[config.mk]
export PLATFORM = sky130hd
export DESIGN_NAME = dcache_port_arbiter_flat
export DESIGN_NICKNAME = d
export VERILOG_FILES = /design/src/rtl/dcache_port_arbiter_if.sv /design/src/rtl/dcache_port_arbiter.sv /design/src/flat_wrapper.sv
export SDC_FILE = /design/constraint.sdc
export NUM_CORES = 1
export LEC_CHECK = 0
export CAP_MARGIN = 0
export CORE_MARGIN = 1.5
export CORE_UTILIZATION = 25
export CTS_BUF_LIST = sky130_fd_sc_hd__clkbuf_4 sky130_fd_sc_hd__clkbuf_8
export CTS_CLUSTER_SIZE = 14
export DETAILED_ROUTE_END_ITERATION = 7
export HOLD_SLACK_MARGIN = 0.05
export RECOVER_POWER = 25
export SYNTH_ARGS = -nofsm -noshare
export SYNTH_HDL_FRONTEND = slang
export SYNTH_SLANG_ARGS = --single-unit
export TNS_END_PERCENT = 1
[constraint.sdc]
create_clock -name clk_i -period 5.1 [get_ports clk_i]
set_input_delay 0.51 -clock clk_i [delete_from_list [all_inputs] [get_ports clk_i]]
set_output_delay 0.51 -clock clk_i [all_outputs]
set_load 0.01 [all_outputs]
[src/rtl/dcache_port_arbiter_if.sv]
// Bundle of the load, store-drain and dcache port signals seen by the arbiter.
// The slave view belongs to the arbiter and the master view to its surroundings.
interface dcache_port_arbiter_if;
    logic        ld_valid_i;
    logic [31:0] ld_addr_i;
    logic        ld_kill_i;
    logic        ld_ready_o;
    logic [31:0] ld_data_o;
    logic        st_valid_i;
    logic [31:0] st_addr_i;
    logic [31:0] st_data_i;
    logic        sb_full_i;
    logic        st_ready_o;
    logic        dc_valid_o;
    logic        dc_we_o;
    logic [31:0] dc_addr_o;
    logic [31:0] dc_data_wr_o;
    logic        dc_ready_i;
    logic [31:0] dc_data_rd_i;

    modport slave (
        input  ld_valid_i, ld_addr_i, ld_kill_i,
        input  st_valid_i, st_addr_i, st_data_i, sb_full_i,
        input  dc_ready_i, dc_data_rd_i,
        output ld_ready_o, ld_data_o, st_ready_o,
        output dc_valid_o, dc_we_o, dc_addr_o, dc_data_wr_o
    );

    modport master (
        output ld_valid_i, ld_addr_i, ld_kill_i,
        output st_valid_i, st_addr_i, st_data_i, sb_full_i,
        output dc_ready_i, dc_data_rd_i,
        input  ld_ready_o, ld_data_o, st_ready_o,
        input  dc_valid_o, dc_we_o, dc_addr_o, dc_data_wr_o
    );
endinterface

[src/rtl/dcache_port_arbiter.sv]
// Registered IDLE/LD_BUSY/ST_BUSY scheduler for the shared dcache request port.
// Define DCACHE_ARB_STARVE_GUARD_EN to compile in the store-starvation guard.
module dcache_port_arbiter #(
    parameter int unsigned MAX_STARVE = 4
) (
    input logic                  clk_i,
    input logic                  rst_i,
    dcache_port_arbiter_if.slave bus
);

    if (MAX_STARVE < 1 || MAX_STARVE > 15) begin : g_bad_max_starve
        $error("MAX_STARVE must be in 1..15");
    end

    typedef enum logic [1:0] {
        IDLE,
        LD_BUSY,
        ST_BUSY
    } state_e;

    state_e      state_q;
    logic        we_q;
    logic [31:0] addr_q;
    logic [31:0] data_q;
    logic        killed_q;

    logic ld_elig;
    logic st_force;
    logic st_win;

`ifdef DCACHE_ARB_STARVE_GUARD_EN
    localparam logic [3:0] StarveMax = 4'(MAX_STARVE);
    logic [3:0] starve_q;
    assign st_force = bus.sb_full_i || (starve_q == StarveMax);
`else
    assign st_force = bus.sb_full_i;
`endif

    assign ld_elig = bus.ld_valid_i && !bus.ld_kill_i;
    assign st_win  = bus.st_valid_i && (st_force || !ld_elig);

    assign bus.dc_valid_o   = (state_q != IDLE);
    assign bus.dc_we_o      = we_q;
    assign bus.dc_addr_o    = addr_q;
    assign bus.dc_data_wr_o = data_q;

    // A reset cycle abandons the access, so no ready pulse may escape it
    assign bus.ld_ready_o = (state_q == LD_BUSY) && bus.dc_ready_i &&
                            !killed_q && !bus.ld_kill_i && !rst_i;
    assign bus.st_ready_o = (state_q == ST_BUSY) && bus.dc_ready_i && !rst_i;
    assign bus.ld_data_o  = bus.ld_ready_o ? bus.dc_data_rd_i : '0;

    always_ff @(posedge clk_i) begin
        if (rst_i) begin
            state_q  <= IDLE;
            we_q     <= 1'b0;
            addr_q   <= '0;
            data_q   <= '0;
            killed_q <= 1'b0;
`ifdef DCACHE_ARB_STARVE_GUARD_EN
            starve_q <= '0;
`endif
        end else begin
            unique case (state_q)
                IDLE: begin
                    if (st_win) begin
                        state_q <= ST_BUSY;
                        we_q    <= 1'b1;
                        addr_q  <= bus.st_addr_i;
                        data_q  <= bus.st_data_i;
`ifdef DCACHE_ARB_STARVE_GUARD_EN
                        starve_q <= '0;
`endif
                    end else if (ld_elig) begin
                        state_q <= LD_BUSY;
                        we_q    <= 1'b0;
                        addr_q  <= bus.ld_addr_i;
                        data_q  <= '0;
`ifdef DCACHE_ARB_STARVE_GUARD_EN
                        if (bus.st_valid_i && starve_q != StarveMax)
                            starve_q <= starve_q + 4'd1;
`endif
                    end
                end
                LD_BUSY, ST_BUSY: begin
                    if (state_q == LD_BUSY && bus.ld_kill_i)
                        killed_q <= 1'b1;
                    // Latches clear on completion so the port idles at zero
                    if (bus.dc_ready_i) begin
                        state_q  <= IDLE;
                        we_q     <= 1'b0;
                        addr_q   <= '0;
                        data_q   <= '0;
                        killed_q <= 1'b0;
                    end
                end
                default: state_q <= IDLE;
            endcase
        end
    end

endmodule
[src/flat_wrapper.sv]
// flat-port wrapper written by rule: the top's interface ports become plain ports
module dcache_port_arbiter_flat 
#(
    parameter int unsigned MAX_STARVE = 4
)
  (clk_i, rst_i, bus_ld_valid_i, bus_ld_addr_i, bus_ld_kill_i, bus_st_valid_i, bus_st_addr_i, bus_st_data_i, bus_sb_full_i, bus_dc_ready_i, bus_dc_data_rd_i, bus_ld_ready_o, bus_ld_data_o, bus_st_ready_o, bus_dc_valid_o, bus_dc_we_o, bus_dc_addr_o, bus_dc_data_wr_o);
  dcache_port_arbiter_if bus_i ();
  input logic clk_i;
  input logic rst_i;
  input wire logic [$bits(bus_i.ld_valid_i)-1:0] bus_ld_valid_i;
  input wire logic [$bits(bus_i.ld_addr_i)-1:0] bus_ld_addr_i;
  input wire logic [$bits(bus_i.ld_kill_i)-1:0] bus_ld_kill_i;
  input wire logic [$bits(bus_i.st_valid_i)-1:0] bus_st_valid_i;
  input wire logic [$bits(bus_i.st_addr_i)-1:0] bus_st_addr_i;
  input wire logic [$bits(bus_i.st_data_i)-1:0] bus_st_data_i;
  input wire logic [$bits(bus_i.sb_full_i)-1:0] bus_sb_full_i;
  input wire logic [$bits(bus_i.dc_ready_i)-1:0] bus_dc_ready_i;
  input wire logic [$bits(bus_i.dc_data_rd_i)-1:0] bus_dc_data_rd_i;
  output wire logic [$bits(bus_i.ld_ready_o)-1:0] bus_ld_ready_o;
  output wire logic [$bits(bus_i.ld_data_o)-1:0] bus_ld_data_o;
  output wire logic [$bits(bus_i.st_ready_o)-1:0] bus_st_ready_o;
  output wire logic [$bits(bus_i.dc_valid_o)-1:0] bus_dc_valid_o;
  output wire logic [$bits(bus_i.dc_we_o)-1:0] bus_dc_we_o;
  output wire logic [$bits(bus_i.dc_addr_o)-1:0] bus_dc_addr_o;
  output wire logic [$bits(bus_i.dc_data_wr_o)-1:0] bus_dc_data_wr_o;
  assign bus_i.ld_valid_i = bus_ld_valid_i;
  assign bus_i.ld_addr_i = bus_ld_addr_i;
  assign bus_i.ld_kill_i = bus_ld_kill_i;
  assign bus_i.st_valid_i = bus_st_valid_i;
  assign bus_i.st_addr_i = bus_st_addr_i;
  assign bus_i.st_data_i = bus_st_data_i;
  assign bus_i.sb_full_i = bus_sb_full_i;
  assign bus_i.dc_ready_i = bus_dc_ready_i;
  assign bus_i.dc_data_rd_i = bus_dc_data_rd_i;
  assign bus_ld_ready_o = bus_i.ld_ready_o;
  assign bus_ld_data_o = bus_i.ld_data_o;
  assign bus_st_ready_o = bus_i.st_ready_o;
  assign bus_dc_valid_o = bus_i.dc_valid_o;
  assign bus_dc_we_o = bus_i.dc_we_o;
  assign bus_dc_addr_o = bus_i.dc_addr_o;
  assign bus_dc_data_wr_o = bus_i.dc_data_wr_o;
  dcache_port_arbiter #(.MAX_STARVE(MAX_STARVE)) u_core (.clk_i(clk_i), .rst_i(rst_i), .bus(bus_i));
endmodule
# Word-level counts from Yosys, hierarchy flattened
# Index checks and enable logic that the tools add are counted.
# word_totals
regBits,68
latchBits,0
ram_bits,0
mem_bits_ro,0
input_bits,135
out_inout_bits,100
wordCells,49
memories,0
# classes
n_addsub,0
multipliers,0
div,0
order_cmp,0
n_eq_ne,4
shifts,0
mux,18
bitwise,0
n_reduce_logical,22
# op_table
cell,n
2-to-1 mux 32 bit,6
case mux 32 bit (2 select lines),2
logical AND 1 bit,9
2-to-1 mux 2 bit,3
nonzero test 2 bit,3
2-to-1 mux 1 bit,5
zero test 1 bit,4
case mux 2 bit (2 select lines),1
AND reduction 2 bit,2
inequality test 3 x 1 -> 1 bit (second input constant),1
AND reduction 3 bit,1
== test 2 x 1 -> 1 bit (second input constant),1
== test 2 bit (second input constant),1
zero test 2 bit,1
inequality test 2 bit (second input constant),1
case mux 1 bit (2 select lines),1
OR reduction 2 bit,1
logical OR 1 bit,1

# Depth between registers and ports, before layout
# Gate-level depths: netlist (run 1).
# depth
ltp_word,7
ltp_mapped,8
ltp_nobuf,6

# Worst setup path before layout (run 1)
# OpenSTA, ideal clock, no wires.
# synth_timing
path_type,input to output
from,input rst_i
to,output bus_ld_data_o[20]
arrival_time_ps,1453
t_required_ps,4590
path_slack_ps,3137
stages,4
path_cell_list,clkbuf_1 > and4b_1 > clkbuf_1 > and2_1
# synth_between
elab_chain_cells,3
# synth_rtl
item,line,rtl
start: declaration,flat_wrapper.sv:9,input logic rst_i;
zero test 1 bit,dcache_port_arbiter.sv:49,!killed_q && !bus.ld_kill_i && !rst_i;
logical AND 1 bit,dcache_port_arbiter.sv:49,
via bus_ld_ready_o,flat_wrapper.sv:19,output wire logic [$bits(bus_i.ld_ready_o)-1:0] bus_ld_ready_o;
2-to-1 mux 32 bit,dcache_port_arbiter.sv:51,assign bus.ld_data_o = bus.ld_ready_o ? bus.dc_data_rd_i : '0;
end: declaration,flat_wrapper.sv:20,output wire logic [$bits(bus_i.ld_data_o)-1:0] bus_ld_data_o;
# The timed path passes the listed nets, and every way through them passes these cells.

# Final worst setup path (run 1)
# layout_timing
from,input bus_ld_kill_i
to,output bus_ld_data_o[28]
# layout_between
elab_chain_cells,4
# layout_rtl
item,line,rtl
start: declaration,flat_wrapper.sv:12,input wire logic [$bits(bus_i.ld_kill_i)-1:0] bus_ld_kill_i;
zero test 1 bit,dcache_port_arbiter.sv:49,
logical AND 1 bit (2 in a row),dcache_port_arbiter.sv:49,
2-to-1 mux 32 bit,dcache_port_arbiter.sv:51,
# No other way between the ends.

==> results of run 1 <==
-- final cells by class --
| class | count | area [µm²] | area share, % |
|---|---|---|---|
| sequential | 68 | 1360 | 23.6 |
| timing repair buffer | 237 | 2360 | 40.9 |
| clock buffer | 11 | 151 | 2.63 |
| clock inverter | 5 | 60.1 | 1.04 |
| tap | 168 | 210 | 3.65 |
| inverter | 5 | 18.8 | 0.325 |
| multi-input combinational | 251 | 1610 | 27.8 |
-- through the flow --
stage	hold slack [ns]	area (µm²)	power [mW]	util (%)	cells
3_3_place_gp	0.439	5560	1.04	45.7	729
4_1_cts	0.454	5770	1.52	47.5	745
2_1_floorplan	0.476	3150	0.805	-	354
6_report	0.449	5770	1.48	47.4	745
3_5_place_dp	0.443	5560	1.04	45.7	729
5_1_grt	0.464	5770	1.56	47.4	745
-- final timing paths --
kind	slack, ns	end	cells after the start
max	1.89	bus_ld_data_o[28]	5
min	0.45	u_core.bus.dc_data_wr_o[27]	2
max reg2reg	2.74	u_core.bus.dc_data_wr_o[13]	6
min reg2reg	0.45	u_core.bus.dc_data_wr_o[27]	2
-- tightest hold or removal path, stage by stage (launching register included) --
cell	delay, ns
dfxtp_1	0.31
nand2_1	0.05
a21oi_1	0.05
-- sequential cells by signal, indices dropped and copies added, names as in the netlist --
| register | count |
|---|---|
| u_core.state_q | 2 |
| u_core.bus.dc_addr_o | 32 |
| u_core.killed_q | 1 |
| u_core.bus.dc_we_o | 1 |
| u_core.bus.dc_data_wr_o | 32 |
-- synthesized netlist by cell type, drive strengths merged, types with 2 or more instances --
cell type   n
nor2        3
clkbuf     12
dfxtp      68
buf        18
inv         5
nor3b       2
and2       32
nand2      34
mux2i      32
nand3b     32
a21oi      34
nand3      32
ha          4
o21ai      34
nand2b      2
-- kinds of logic (layout without fill, tap and decap cells) --
logic type,Yosys count,in the layout,synth area share (%)
buffers and inverters,35,258,6.19
flip-flops,68,68,43.2
AO/OA/AOI/OAI,73,73,12.2
multiplexers,32,32,10.2
adder cells (fa/ha/maj),4,4,1.59
AND/OR/NAND/NOR,142,142,26.7
-- routing by layer --
metal / vias to the layer above / track usage [%] / routed length (µm)
li1: 1659 / - / -
met1: 1506 / 19.4 / 4550
met2: 130 / 26.3 / 5230
met3: 7 / 5.06 / 846
met4: 0 / 4.20 / 106
met5: - / 0 / 0
-- power breakdown --
part	internal, mW	leakage, nW	switching, mW
Clock	0.253	0.106	0.212
Combinational	0.221	1.56	0.183
Sequential	0.582	0.557	0.0246
Total	1.06	2.22	0.419
==> results_dict.tcl, run 1 <==
set metrics [dict create \
    status "finished, final reports clean" \
    syn2layout_area_growth_pct 82.8 \
    drive_gt1_share_pct 4.51 \
    min-delay-start "u_core.bus.dc_data_wr_o[27]" \
    htreeDepth 3 \
    die-area_um2 13300 \
    regToRegStartpoint "u_core.state_q[0]" \
    final_cell_mix "clkdlybuf4s50_1, dfxtp_1, dlygate4sd3_1" \
    initialDrtViolationCount 191 \
    hpwl_um 7940 \
    async_flop_share_pct 0 \
    placementRows 40 \
    max_stage_delay_ns 0.72 \
    globalplace.congestion 0.783 \
    portBuffers 234 \
    path_max_fanout 33 \
    finalCriticalPeriod_ns 3.21 \
    numCtsBuffers 9 \
    finalSetupViolCount 0 \
    core_um2 12200 \
    grt_overflow 0 \
    dieWidth_um 115 \
    critPathKind "input pin to output port" \
    remaining_drc_errors 0 \
    yosysWarnings 0 \
    die_height_um 115 \
    cpMostUsedCell "clkdlybuf4s50_1" \
    syn_area_um2 3150 \
    setup_ws_ns 1.89 \
    vias 3302 \
    nets 711 \
    clk_pin_slew_ns 0.07 \
    leakage_nw 2.22 \
    ys_ff_latch 68 \
    max_cap_viol_count 0 \
    synth-edff-count 0 \
    postCtsHoldBufs 0 \
    wire_per_inst_um 14.4 \
    cts_root_buffer "clkbuf_8" \
    critical_path.cell_chain "clkdlybuf4s50_1 > nor2_1 > and4b_1 > and2_1 > clkdlybuf4s50_1" \
    cts.path.max_buffers 2 \
    synth-main-ff-cell "dfxtp_1" \
    fillers 1189 \
    grt_pass1_vias 3120 \
    grt_pass1_wl_um 16300 \
    crit_buf_inv 2 \
    wirelength_um 10700 \
    dp_slack_ns 1.85 \
    fin_setup_tns_ns 0 \
    n_antenna_cell 0 \
    crit_start "bus_ld_kill_i" \
    tightest_slew_ns 1.35 \
    antenna_found_initial 0 \
    p_per_area_nw_per_um2 256 \
    cts_tree "done" \
    antenna_left 0 \
    clk_latency_ns 0.34 \
    cpLargestDelayFamily "simple AND/OR/NAND/NOR gates" \
    cp_slowest_cell "and4b_1" \
    yosysSeqAreaShare_pct 43.2 \
    rsz0062_at_grt "no" \
    yosys-top-cells-area "dfxtp_1, mux2i_1, nand3b_1, and2_1, a21oi_1" \
    slew_violations 0 \
    avgSynthCellArea_um2 8.91 \
    post_cts_resized 0 \
    track_usage_pct 15.7 \
    cp_data_required_time_ns 4.59 \
    fin_worst_skew_ns 0.0132 \
    max_clock_freq_ghz 0.312 \
    ios 235 \
    max_slew_margin_pct 9.82 \
    yosysTopAreaCellShare_pct 43.2 \
    syn_inst 354 \
    hold_viol 0 \
    vias_per_cell 4.43 \
    cts_num_sinks 68 \
    hp-class "flop to flop" \
    critPathLaunchType "input pin" \
    start_util_pct 25.9 \
    yosys.area.top_type "dfxtp_1" \
    grt_max_degree 71 \
    cp.arrival_ns 2.70 \
    post_cts_buffers 0 \
    end_kind "output port" \
    first_pass_iters 4 \
    ir_drop_mv 0.109 \
    syn-num-nets 493 \
    synth.distinct_cells 31 \
    final_common_cell "clkdlybuf4s50_1" \
    fin_crit_sh_pct 62.9 \
]
No activity file was read; power rests on OpenSTA's default activity.
==> inputs of run 2 (changes only) <==
clock period = 2.7 ns   (was 5.1 ns; I/O delays follow)
==> run 2 against run 1 <==
Non-clock buffer count up 3; via count grew 0.27%; clock power rose by 100%; routed wire length is 0.20% higher; cell area is 0.67% higher; worst setup slack got worse by 1.6 ns; core utilization up 0.32 points; combinational power rose by 91%; sequential share of layout area is 0.16 points lower; largest cell class unchanged.
==> results_dict.tcl, run 2 (synthesis results as in run 1) <==
set metrics [dict create \
    die-area_um2 13300 \
    rsz0062_at_grt "no" \
    end_kind "output port" \
    finalSetupViolCount 0 \
    portBuffers 234 \
    critPathKind "input pin to output port" \
    ir_drop_mv 0.247 \
    clk_pin_slew_ns 0.07 \
    final_cell_area_um2 5810 \
    fin_setup_tns_ns 0 \
    slew_violations 0 \
    fin_crit_sh_pct 88.7 \
    die_height_um 115 \
    n_antenna_cell 0 \
    drive_gt1_share_pct 5.17 \
    antenna_found_initial 0 \
    cp_slowest_cell "clkdlybuf4s50_1" \
    wire_per_inst_um 14.4 \
    cts_num_sinks 68 \
    power.net_switching_mw 0.781 \
    syn2layout_area_growth_pct 84.1 \
    postCtsHoldBufs 0 \
    tightest_slew_ns 1.23 \
    fin_worst_skew_ns 0.00608 \
    ff_latch_area_um2 1360 \
    start_util_pct 25.9 \
    status "finished, final reports clean" \
    grt_pass1_vias 3191 \
    max_slew_margin_pct 17.8 \
    initialDrtViolationCount 158 \
    placementRows 40 \
    grt_max_degree 70 \
    globalplace.congestion 0.747 \
    cp_data_required_time_ns 2.43 \
    leakage_nw 2.25 \
    final_common_cell "clkdlybuf4s50_1" \
    hpwl_um 7880 \
    core_um2 12200 \
    cts_root_buffer "clkbuf_8" \
    hold_viol 0 \
    htreeDepth 3 \
    critPathLaunchType "input pin" \
    max_stage_delay_ns 0.57 \
    p_per_area_nw_per_um2 492 \
    grt_pass1_wl_um 16300 \
    wirelength_um 10800 \
    critical_path.cell_chain "clkdlybuf4s50_1 > nor2_1 > and4b_1 > buf_4 > and2_1 > clkdlybuf4s50_1" \
    p_int_mw 2.08 \
    multi_input_area_um2 1610 \
    vias 3311 \
    max_cap_viol_count 0 \
    remaining_drc_errors 0 \
    max_clock_freq_ghz 0.418 \
    hp-class "flop to flop" \
    track_usage_pct 15.9 \
    finalCriticalPeriod_ns 2.39 \
    p_comb_share_pct 27.0 \
    post_cts_resized 0 \
    final_cell_mix "clkdlybuf4s50_1, dfxtp_1, dlygate4sd3_1" \
    cp.arrival_ns 2.12 \
    post_cts_buffers 0 \
    path_max_fanout 33 \
    vias_per_cell 4.43 \
    power_frac_seq_pct 40.2 \
    first_pass_iters 4 \
    cts.path.max_buffers 2 \
    switching_share_pct 27.3 \
    fillers 1175 \
    antenna_left 0 \
    cpMostUsedCell "clkdlybuf4s50_1" \
    cts_tree "done" \
    nets 714 \
    numCtsBuffers 9 \
    clkPwrFrac_pct 32.8 \
    grt_overflow 0 \
    clk_latency_ns 0.34 \
    dieWidth_um 115 \
    ios 235 \
    postPlaceCellArea_um2 5590 \
]
-- run 2: cell count changes in the layout (fill, tap and decap cells not counted), sizes merged --
| cell | delta |
|---|---|
| clkinvlp | -1 |
| buf | +3 |
| clkdlybuf4s50 | -1 |
| bufinv | +1 |
| dlygate4sd3 | +1 |
-- run 2: layout make-up --
cell class	instances	area share [%]
timing repair buffer	240	41.0
multi-input combinational	251	27.8
sequential	68	23.4
tap	168	3.62
clock buffer	11	2.50
clock inverter	5	1.29
inverter	5	0.323
-- run 2: path summary, 6_finish.rpt --
kind	to	slack, ns	depth (start not counted)	startpoint
max	bus_ld_data_o[25]	0.31	6	bus_ld_kill_i
min reg2reg	u_core.bus.dc_data_wr_o[14]	0.45	2	u_core.bus.dc_data_wr_o[14]
min	u_core.bus.dc_data_wr_o[14]	0.45	2	u_core.bus.dc_data_wr_o[14]
max reg2reg	u_core.bus.dc_data_wr_o[13]	0.36	5	u_core.state_q[0]
-- run 2: critical path, delay by kind of cell --
family,cells,cell delay [ns]
buffers and inverters,3,1.37
AND/OR/NAND/NOR,3,0.48
-- run 2: power groups by stage --
stage	Combinational [mW]	Clock (mW)	Sequential, mW
after detailed placement	0.799	0	1.17
after CTS	0.803	0.982	1.15
after global routing	0.838	1.02	1.16
final	0.772	0.936	1.15
after global placement	0.797	0	1.17
after floorplan	0.308	0	1.21
-- run 2: routing by layer --
metal,track usage [%],wire (µm),share of wire [%],up-vias
li1,-,-,-,1659
met1,18.0,4400,41,1519
met2,27.4,5370,50,116
met3,5.48,769,7.2,17
met4,6.26,213,2.0,0
met5,0,0,0,-
-- run 2: per-stage QoR --
| step | power, mW | instances | utilization [%] | setup slack (ns) | hold WS (ns) |
|---|---|---|---|---|---|
| after floorplan | 1.52 | 354 | - | 1.01 | 0.371 |
| after global placement | 1.97 | 732 | 45.9 | 0.313 | 0.437 |
| after detailed placement | 1.97 | 732 | 45.9 | 0.243 | 0.444 |
| after CTS | 2.94 | 748 | 47.7 | 0.273 | 0.451 |
| after global routing | 3.02 | 748 | 47.7 | 0.0907 | 0.464 |
| final | 2.86 | 748 | 47.7 | 0.305 | 0.449 |
==> inputs of run 3 (changes only) <==
CELL_PAD_IN_SITES_DETAIL_PLACEMENT = 0   (was not set)
CELL_PAD_IN_SITES_GLOBAL_PLACEMENT = 2   (was not set)
CORE_MARGIN = not set   (was 1.5)
CORE_UTILIZATION = 18   (was 25)
PLACE_DENSITY_LB_ADDON = 0.1   (was not set)
clock period = 2.57 ns   (was 2.7 ns; I/O delays follow)
==> run 3 against run 2 <==
Clock power is 11% higher; non-clock buffer count is 1 higher; sequential cell count stayed put; routed wire length is 13% higher; die area is 36% higher; highest routed layer unchanged; via count is 0.60% lower; count of clock-buffer cells in the layout is 1 lower; sequential power is 4% higher; cell count is 7.8% higher; register-to-register slack better by 0.22 ns; combinational power is 7.6% higher; worst setup slack worse by 0.16 ns.
==> results_dict.tcl, run 3 (synthesis results as in run 1) <==
set metrics [dict create \
    cts_num_sinks 68 \
    first_pass_iters 4 \
    cp_data_required_time_ns 2.31 \
    n_antenna_cell 0 \
    slew_violations 0 \
    placementRows 48 \
    post_cts_buffers 0 \
    numCtsBuffers 9 \
    core_um2 17200 \
    start_util_pct 18.4 \
    p_per_area_nw_per_um2 520 \
    globalplace.congestion 0.723 \
    postPlaceCellArea_um2 5680 \
    fin_setup_tns_ns 0 \
    finalSetupViolCount 0 \
    vias_per_cell 4.08 \
    htreeDepth 3 \
    nets 715 \
    fin_crit_sh_pct 94.3 \
    end_kind "output port" \
    dieWidth_um 134 \
    grt_pass1_wl_um 18300 \
    crit_start "bus_ld_kill_i" \
    grt_overflow 0 \
    tightest_slew_ns 0.867 \
    postCtsHoldBufs 0 \
    final_cell_mix "clkdlybuf4s50_1, dfxtp_1, dlygate4sd3_1" \
    final_cell_area_um2 5910 \
    ios 235 \
    ir_drop_mv 0.268 \
    wirelength_um 12100 \
    antenna_found_initial 0 \
    final_common_cell "clkdlybuf4s50_1" \
    max_clock_freq_ghz 0.413 \
    finalCriticalPeriod_ns 2.42 \
    syn2layout_area_growth_pct 87.3 \
    hold_viol 0 \
    hpwl_um 8610 \
    cp_slowest_cell "clkdlybuf4s50_1" \
    die-area_um2 18100 \
    rsz0062_at_grt "no" \
    initialDrtViolationCount 78 \
    max_slew_margin_pct 42.1 \
    status "finished, final reports clean" \
    path_max_fanout 33 \
    track_usage_pct 13.4 \
    dp_slack_ns 0.0969 \
    critical_path.cell_chain "clkdlybuf4s50_1 > buf_4 > nor2_1 > and4b_1 > buf_4 > and2_1 > clkdlybuf4s50_1" \
    final_cells 806 \
    vias 3291 \
    drive_gt1_share_pct 5.34 \
    grt_pass1_vias 3156 \
    clk_pin_slew_ns 0.07 \
    cts.path.max_buffers 2 \
    max_cap_viol_count 0 \
    critPathLaunchType "input pin" \
    regToRegStartpoint "u_core.state_q[0]" \
    cts_tree "done" \
    wire_per_inst_um 15.0 \
    dp.cells 790 \
    antenna_left 0 \
    max_stage_delay_ns 0.56 \
    portBuffers 234 \
    remaining_drc_errors 0 \
    clk_latency_ns 0.36 \
    critPathKind "input pin to output port" \
    die_height_um 134 \
    cts_root_buffer "clkbuf_8" \
    post_cts_resized 0 \
    grt_max_degree 70 \
    fin_worst_skew_ns 0.0107 \
    hp-class "flop to flop" \
    min-delay-start "u_core.bus.dc_data_wr_o[25]" \
    setup_ws_ns 0.146 \
    cp.arrival_ns 2.17 \
    leakage_nw 2.26 \
]
## run 3: layer usage
layer  vias to the layer above  track usage [%]  share of wire, %
met5                         -                0                 0
met4                         0             5.24               1.3
met3                        15             3.97               7.2
met2                       116             22.1                48
met1                      1495             16.3                43
li1                       1665                -                 -
## run 3: path summary, 6_finish.rpt
| path | end | slack, ns | cells after the start |
|---|---|---|---|
| setup / recovery | bus_ld_data_o[4] | 0.15 | 7 |
| hold / removal | u_core.bus.dc_data_wr_o[25] | 0.45 | 2 |
| setup reg to reg | u_core.bus.dc_addr_o[17] | 0.58 | 6 |
| hold reg to reg | u_core.bus.dc_data_wr_o[25] | 0.45 | 2 |
## run 3: cell type report
type	count	area (µm²)
Timing Repair Buffer	241	2400
Sequential cell	68	1360
Fill cell	1788	11300
Inverter	5	18.8
Multi-Input combinational cell	251	1610
Clock buffer	10	138
Tap cell	225	282
Clock inverter	6	95.1
## run 3: power breakdown
part	leakage [nW]	internal (mW)	switching (mW)
clock network	0.117	0.581	0.458
logic	1.58	0.453	0.379
registers	0.557	1.15	0.0503
## run 3: through the flow
| step | power (mW) | hold WS [ns] | util, % |
|---|---|---|---|
| after floorplan | 1.60 | 0.358 | - |
| after detailed placement | 2.10 | 0.442 | 33.0 |
| after global routing | 3.26 | 0.436 | 34.4 |
| after CTS | 3.19 | 0.422 | 34.4 |
| final | 3.08 | 0.447 | 34.4 |
| after global placement | 2.10 | 0.439 | 33.0 |
## run 3: worst max-delay path, delay by kind of cell
kind,cells,cell delay [ns]
AND/OR/NAND/NOR,3,0.43
buffers and inverters,4,1.47
